`config.mk`:
```
export PLATFORM = sky130hd
export DESIGN_NAME = timer_apb_arbiter
export DESIGN_NICKNAME = d
export VERILOG_FILES = /design/src/rtl/timer_arb_pkg.sv /design/src/rtl/timer_apb_arbiter_rr_arbiter.sv /design/src/rtl/timer_apb_arbiter.sv
export SDC_FILE = /design/constraint.sdc
export NUM_CORES = 1
export LEC_CHECK = 0
export BUFFER_PORTS_ARGS = -buffer_cell sky130_fd_sc_hd__buf_2
export CORE_MARGIN = 4
export CORE_UTILIZATION = 47
export CTS_CLUSTER_DIAMETER = 40
export DETAILED_ROUTE_END_ITERATION = 16
export HOLD_SLACK_MARGIN = 0.03
export PLACE_DENSITY_LB_ADDON = 0.25
export SKIP_LAST_GASP = 1
export SYNTH_ARGS = -nofsm -noshare
export SYNTH_HDL_FRONTEND = slang
export SYNTH_SLANG_ARGS = --single-unit
```
`constraint.sdc`:
```
create_clock -name pclk -period 3.69 [get_ports pclk]
set_input_delay 0.1845 -clock pclk [delete_from_list [all_inputs] [get_ports pclk]]
set_output_delay 0.1845 -clock pclk [all_outputs]
set_load 0.005 [all_outputs]
```
`src/rtl/timer_arb_pkg.sv`:
```
// Shared types and timer register map for the timer APB arbiter.
package timer_arb_pkg;

    typedef enum logic [1:0] {
        IDLE   = 2'd0,
        SETUP  = 2'd1,
        ACCESS = 2'd2
    } arb_state_e;

    localparam logic [3:0] TMR_CNT = 4'h0;
    localparam logic [3:0] TMR_CMP = 4'h4;
    localparam logic [3:0] TMR_RLD = 4'h8;
    localparam logic [3:0] TMR_PSC = 4'hC;

endpackage

```
`src/rtl/timer_apb_arbiter_rr_arbiter.sv`:
```
// Combinational round-robin pick: first eligible index strictly after ptr, wrapping.
module rr_arbiter #(
    parameter int N = 4,
    localparam int IW = (N > 1) ? $clog2(N) : 1
) (
    input  logic [N-1:0]  eligible,
    input  logic [IW-1:0] ptr,
    output logic [IW-1:0] grant_idx,
    output logic          any_valid
);

    int            idx;
    logic [IW-1:0] idx_l;

    // Walk from the farthest offset down so the nearest eligible core overwrites last.
    always_comb begin
        grant_idx = '0;
        any_valid = 1'b0;
        idx       = 0;
        idx_l     = '0;
        for (int k = N; k >= 1; k--) begin
            idx   = (int'(ptr) + k) % N;
            idx_l = IW'(idx);
            if (eligible[idx_l]) begin
                grant_idx = idx_l;
                any_valid = 1'b1;
            end
        end
    end

endmodule

```
`src/rtl/timer_apb_arbiter.sv`:
```
// Round-robin arbiter sharing the timer APB port among NUM_REQ cores.
// Optional request locking is enabled with `define TIMER_ARB_LOCK_EN.
module timer_apb_arbiter
    import timer_arb_pkg::*;
#(
    parameter int NUM_REQ = 4,
    parameter int AW      = 4,
    parameter int DW      = 32
) (
    input  logic                  pclk,
    input  logic                  rst_n,
    input  logic [NUM_REQ-1:0]    req_valid,
    input  logic [NUM_REQ-1:0]    req_write,
    input  logic [NUM_REQ*AW-1:0] req_addr,
    input  logic [NUM_REQ*DW-1:0] req_wdata,
`ifdef TIMER_ARB_LOCK_EN
    input  logic [NUM_REQ-1:0]    req_lock,
`endif
    output logic [NUM_REQ-1:0]    req_ack,
    output logic [DW-1:0]         rsp_rdata,
    output logic                  m_psel,
    output logic                  m_penable,
    output logic                  m_pwrite,
    output logic [AW-1:0]         m_paddr,
    output logic [DW-1:0]         m_pwdata,
    input  logic [DW-1:0]         m_prdata
);

    localparam int IW = (NUM_REQ > 1) ? $clog2(NUM_REQ) : 1;

    arb_state_e           state_q, state_d;
    logic [IW-1:0]        ptr_q;
    logic [IW-1:0]        grant_q;
    logic [IW-1:0]        grant_idx;
    logic                 any_valid;
    logic [NUM_REQ-1:0]   eligible;

    logic [AW-1:0] addr_arr  [NUM_REQ];
    logic [DW-1:0] wdata_arr [NUM_REQ];

    for (genvar i = 0; i < NUM_REQ; i++) begin : g_unpack
        assign addr_arr[i]  = req_addr[i*AW +: AW];
        assign wdata_arr[i] = req_wdata[i*DW +: DW];
    end

`ifdef TIMER_ARB_LOCK_EN
    logic          lock_active;
    logic [IW-1:0] lock_owner;

    // While locked only the owner may win; the ack mask still blocks a same-cycle regrant.
    assign eligible = req_valid & ~req_ack &
                      (lock_active ? (NUM_REQ'(1) << lock_owner) : {NUM_REQ{1'b1}});

    always_ff @(posedge pclk or negedge rst_n) begin
        if (!rst_n) begin
            lock_active <= 1'b0;
            lock_owner  <= '0;
        end else if (state_q == ACCESS) begin
            lock_active <= req_lock[grant_q];
            lock_owner  <= grant_q;
        end
    end
`else
    assign eligible = req_valid & ~req_ack;
`endif

    rr_arbiter #(.N(NUM_REQ)) u_rr (
        .eligible  (eligible),
        .ptr       (ptr_q),
        .grant_idx (grant_idx),
        .any_valid (any_valid)
    );

    always_ff @(posedge pclk or negedge rst_n) begin
        if (!rst_n) state_q <= IDLE;
        else        state_q <= state_d;
    end

    always_comb begin
        state_d = state_q;
        case (state_q)
            IDLE:    if (any_valid) state_d = SETUP;
            SETUP:   state_d = ACCESS;
            ACCESS:  state_d = IDLE;
            default: state_d = IDLE;
        endcase
    end

    always_comb begin
        m_psel    = 1'b0;
        m_penable = 1'b0;
        case (state_q)
            SETUP: m_psel = 1'b1;
            ACCESS: begin
                m_psel    = 1'b1;
                m_penable = 1'b1;
            end
            default: ;
        endcase
    end

    // Payload is captured at grant and frozen until ACCESS exits; ack/data land on that exit edge.
    always_ff @(posedge pclk or negedge rst_n) begin
        if (!rst_n) begin
            m_pwrite  <= 1'b0;
            m_paddr   <= '0;
            m_pwdata  <= '0;
            grant_q   <= '0;
            ptr_q     <= IW'(NUM_REQ - 1);
            req_ack   <= '0;
            rsp_rdata <= '0;
        end else begin
            req_ack <= '0;
            case (state_q)
                IDLE: begin
                    if (any_valid) begin
                        grant_q  <= grant_idx;
                        m_pwrite <= req_write[grant_idx];
                        m_paddr  <= addr_arr[grant_idx];
                        m_pwdata <= wdata_arr[grant_idx];
                    end
                end
                ACCESS: begin
                    req_ack[grant_q] <= 1'b1;
                    ptr_q            <= grant_q;
                    if (!m_pwrite) rsp_rdata <= m_prdata;
                end
                default: ;
            endcase
        end
    end

endmodule

```
==> results summary <==
The count of standard-cell rows is 34. The final cell count without fillers came out at 713. The final-report hold violation count came to 0. After synthesis the netlist holds a flip-flop and latch count of 79. The number of fill cells is 698.

The fraction of post-synthesis cell area in the top cell type by area came out at 46.1%. The mean instance size in the synthesized netlist is 12.1 um^2. The detailed placer's ending HPWL is 9910 um. The relative area change from synthesis to final layout came out at 36.2%.

The maximum number of pins on one net before global-route repair came out at 80. The post-synthesis instance total is 346. Headroom to the max-slew limit came out at between 20% and 30%. The multiplexer share of the synthesized area is 26.6%. Walking the worst path, the cells encountered are nor3b_2 -> a221o_1 -> a21oi_4 -> buf_4 -> mux2i_1 -> o221ai_1.

The synthesized netlist devotes 9.10% of its cell area to simple gates. For this run, the register share of the synthesized area comes to 47.3%. The initial standard-cell utilization of the core came out at 48.2%. The post-synthesis cell area came out at around 4200 um^2. The total I/O pin count is ~260. After synthesis, the netlist uses 35 different library cells. The number of sinks driven by the clock tree is 79. The overall die area is 10500 um^2. The CTS tree is built. The die extent in y is ~100 um.

The number of warning messages in the yosys log is 0. Broken down by cell family, the worst path's largest delay share belongs to compound AO/OA/AOI/OAI gates. After synthesis, the cell types taking the most area are dfrtp_1 (46%), mux2i_1 (18%), mux2_2 (8.9%).

The first-pass GRT wire length is 19500 um. The via count of the first global-routing pass came to 3945. Before antenna repair, the detailed router went through 4 iterations. The worst path required time came out at 3880 ps. The net count of the mapped netlist is approximately 540. At the end of routability-driven placement, the weighted congestion stood at 0.926. The flow ran to the end, and the final reports show no timing, DRC or antenna violations. After routing the design area is 5700 um^2. The total placed cells including tap cells came out at just under 700. STA classifies the critical path startpoint as a flop. At the later pin of the worst-skew pair, clock insertion delay measures 350 ps.

The min-delay analysis places its worst path in the category primary input to flop. Data arrives at the worst endpoint at 2520 ps. The sum of buffers and inverters on the critical path is 1. The type of the worst setup path is flop to flop. The sequential cell area in the final layout is 1980 um^2.

The final clock period utilization by the worst path is 63.1%. After clock tree synthesis, the clock-pin slew on the worst setup and hold paths is 100 ps. The worst hold slack after final layout is about 54 ps. The count of unresolved DRC violations after routing is 0. From left edge to right edge, the die measures 102 um.

The maximum clock frequency came out at 430 MHz. After Yosys synthesis, XOR and XNOR cells account for 0% of the synthesized area. Once detail routing completed, the nets flagged for antenna violations numbered 0. The routed length per placed instance is ~18 um.

The final routed wirelength across all metal layers is 13100 um. Across all register-to-register paths, the minimum setup slack is 1360 ps. Between clock sinks in the finished design, the worst skew comes to ~17 ps. In this run the clock root is driven by a clkbuf_8. The number of vias after detailed routing came out at 3830. For this run the aggregate overflow at the end of global routing stands at 0. The core region is 8680 um^2.

In the final layout, the multi-input gates occupy 2000 um^2. For this block, the initial DRC count from the detailed router was between 70 and 80. The number of buffers created by CTS is 9.

The power per standard cell area came out at 780 nW/um^2. The max-capacitance violation count is 0. The static leakage is 0.00302 uW. After synthesis, the largest family of logic cells by area is multiplexers. Global routing used 24.1% of the available tracks.

In the final design database the tool counted between 700 and 800 nets. CTS built an H-tree with a depth of 3. Setup total negative slack on the finished layout was measured at 0 ps. The count of buffers added by post-CTS timing repair for setup is 0. The critical path's slowest cell is dfstp_2. The worst ir drop on vdd is 449 uV. The number of max-slew violations in the final report came out at 0. Input and output buffers added on the ports amount to 260. The final setup violation count came out at 0. The initial antenna violation count is 0.

The detailed-route vias per instance came out at 5.37. The adder-cell area share of the yosys netlist is 1.17%. Summing the areas of all compound-gate instances in the mapped netlist gives 10.0% of the synthesized area. Cells with a size suffix above 1 make up 54.0% of the layout.

At the pin with the least slew margin, the transition time is 1120 ps. For this run, the slowest stage of the critical path takes ~600 ps. The shortest clock period the worst path allows after layout came out at between 2000 and 2500 ps. The dominant cell type by area after synthesis is dfrtp_1.

Setup repair after global routing left no endpoint under its margin. The buffer levels on the longest clock path is 2. The worst-path maximum fanout came out at 33. The placed instances occupy a cell area of around 5500 um^2. The share of the core filled with cells in the final layout came out at around two thirds. The worst setup path is captured at a flop.
[per-layer routing]
layer / up-vias / part of all wire (%) / GRT usage [%] / wire [um]
li1: 1779 / - / - / -
met4: 0 / 2.0 / 9.18 / 260
met3: 22 / 11 / 8.67 / 1440
met2: 205 / 51 / 43.2 / 6720
met5: - / 0 / 0 / 0
met1: 1824 / 36 / 26.0 / 4660
[synth_stat cells (all sizes together)]
library cell,number
dfrtp,77
mux2i,74
nand2,46
o221ai,37
mux2,33
buf,20
nor2b,14
inv,5
o21ai,5
clkbuf,4
nand2b,4
and3b,3
ha,3
nor2,3
a21oi,2
dfstp,2
nand3,2
nor3b,2
a21boi,1
a21o,1
a221o,1
a32oi,1
and3,1
maj3,1
nor3,1
nor4b,1
o211ai,1
o22ai,1
[through the flow]
step / worst slack (ps) / power, uW
4_1_cts: 1350 / 4500
3_3_place_gp: 1390 / 3710
5_1_grt: 1100 / 4780
2_1_floorplan: 1820 / 3090
3_5_place_dp: 1360 / 3800
6_report: 1360 / 4450
[cells in the final DEF (no fill, tap or decap), drive strengths merged, types with 2 or more instances in the layout]
cell	count
dlygate4sd3	2
nor3b	2
dfstp	2
a21oi	2
inv	10
and3b	3
nor2	3
nand2b	4
dfrtp	77
ha	3
o221ai	37
nand3	2
mux2i	74
buf	264
mux2	33
clkbuf	9
o21ai	5
nand2	46
nor2b	14
[where the power goes]
part / internal (uW) / switching (uW) / total, uW
sequential: 1300 / 239 / 1540
clock: 330 / 367 / 697
combinational: 1080 / 1130 / 2210
[state kept, by name, indices dropped and copies added (netlist names)]
name / flops
ptr_q: 2
req_ack: 4
grant_q: 2
state_q: 2
m_paddr: 4
m_pwrite: 1
m_pwdata: 32
rsp_rdata: 32
[logic make-up (layout without fill, tap and decap cells)]
| group | Yosys count | count (layout) |
|---|---|---|
| other | 0 | 1 |
| buffers and inverters | 29 | 287 |
| AOI/OAI and AO/OA | 50 | 50 |
| adders and majority gates | 4 | 4 |
| DFF | 79 | 79 |
| and+or+nand+nor | 77 | 77 |
| muxes | 107 | 107 |
[final cells by class]
type | count | area share, %
antenna | 1 | 0.0439
inverter | 5 | 0.329
tap | 108 | 2.37
clock inverter | 7 | 1.52
multi-input combinational | 238 | 35.1
timing repair buffer | 266 | 23.8
clock buffer | 9 | 2.17
sequential | 79 | 34.7
[final timing paths]
kind / startpoint / endpoint / cells past startpoint
max: ptr_q[0]$_DFFE_PN1P_ / m_pwdata[1]$_DFFE_PN0P_ / 6
min: m_prdata[23] / rsp_rdata[23]$_DFFE_PN0P_ / 2
max reg2reg: ptr_q[0]$_DFFE_PN1P_ / m_pwdata[1]$_DFFE_PN0P_ / 6
min reg2reg: m_pwdata[28]$_DFFE_PN0P_ / m_pwdata[28]$_DFFE_PN0P_ / 2
max in group asynchronous: rst_n / m_pwdata[28]$_DFFE_PN0P_ / 2
min in group asynchronous: rst_n / rsp_rdata[3]$_DFFE_PN0P_ / 2
[worst reg2reg max path: cells and delay by family, from the launching register on]
kind	cells	cell delay (ps)
AND/OR/NAND/NOR	1	90
buffers and inverters	1	470
AO/OA/AOI/OAI	3	650
multiplexers	1	370
flip-flops	1	600
[repair_timing]
action / CTS / global route
hold endpoints to repair: 35 / 1
hold buffers: 1 / 1
resized for setup: 0 / 0
(Power assumes the default switching activity.)
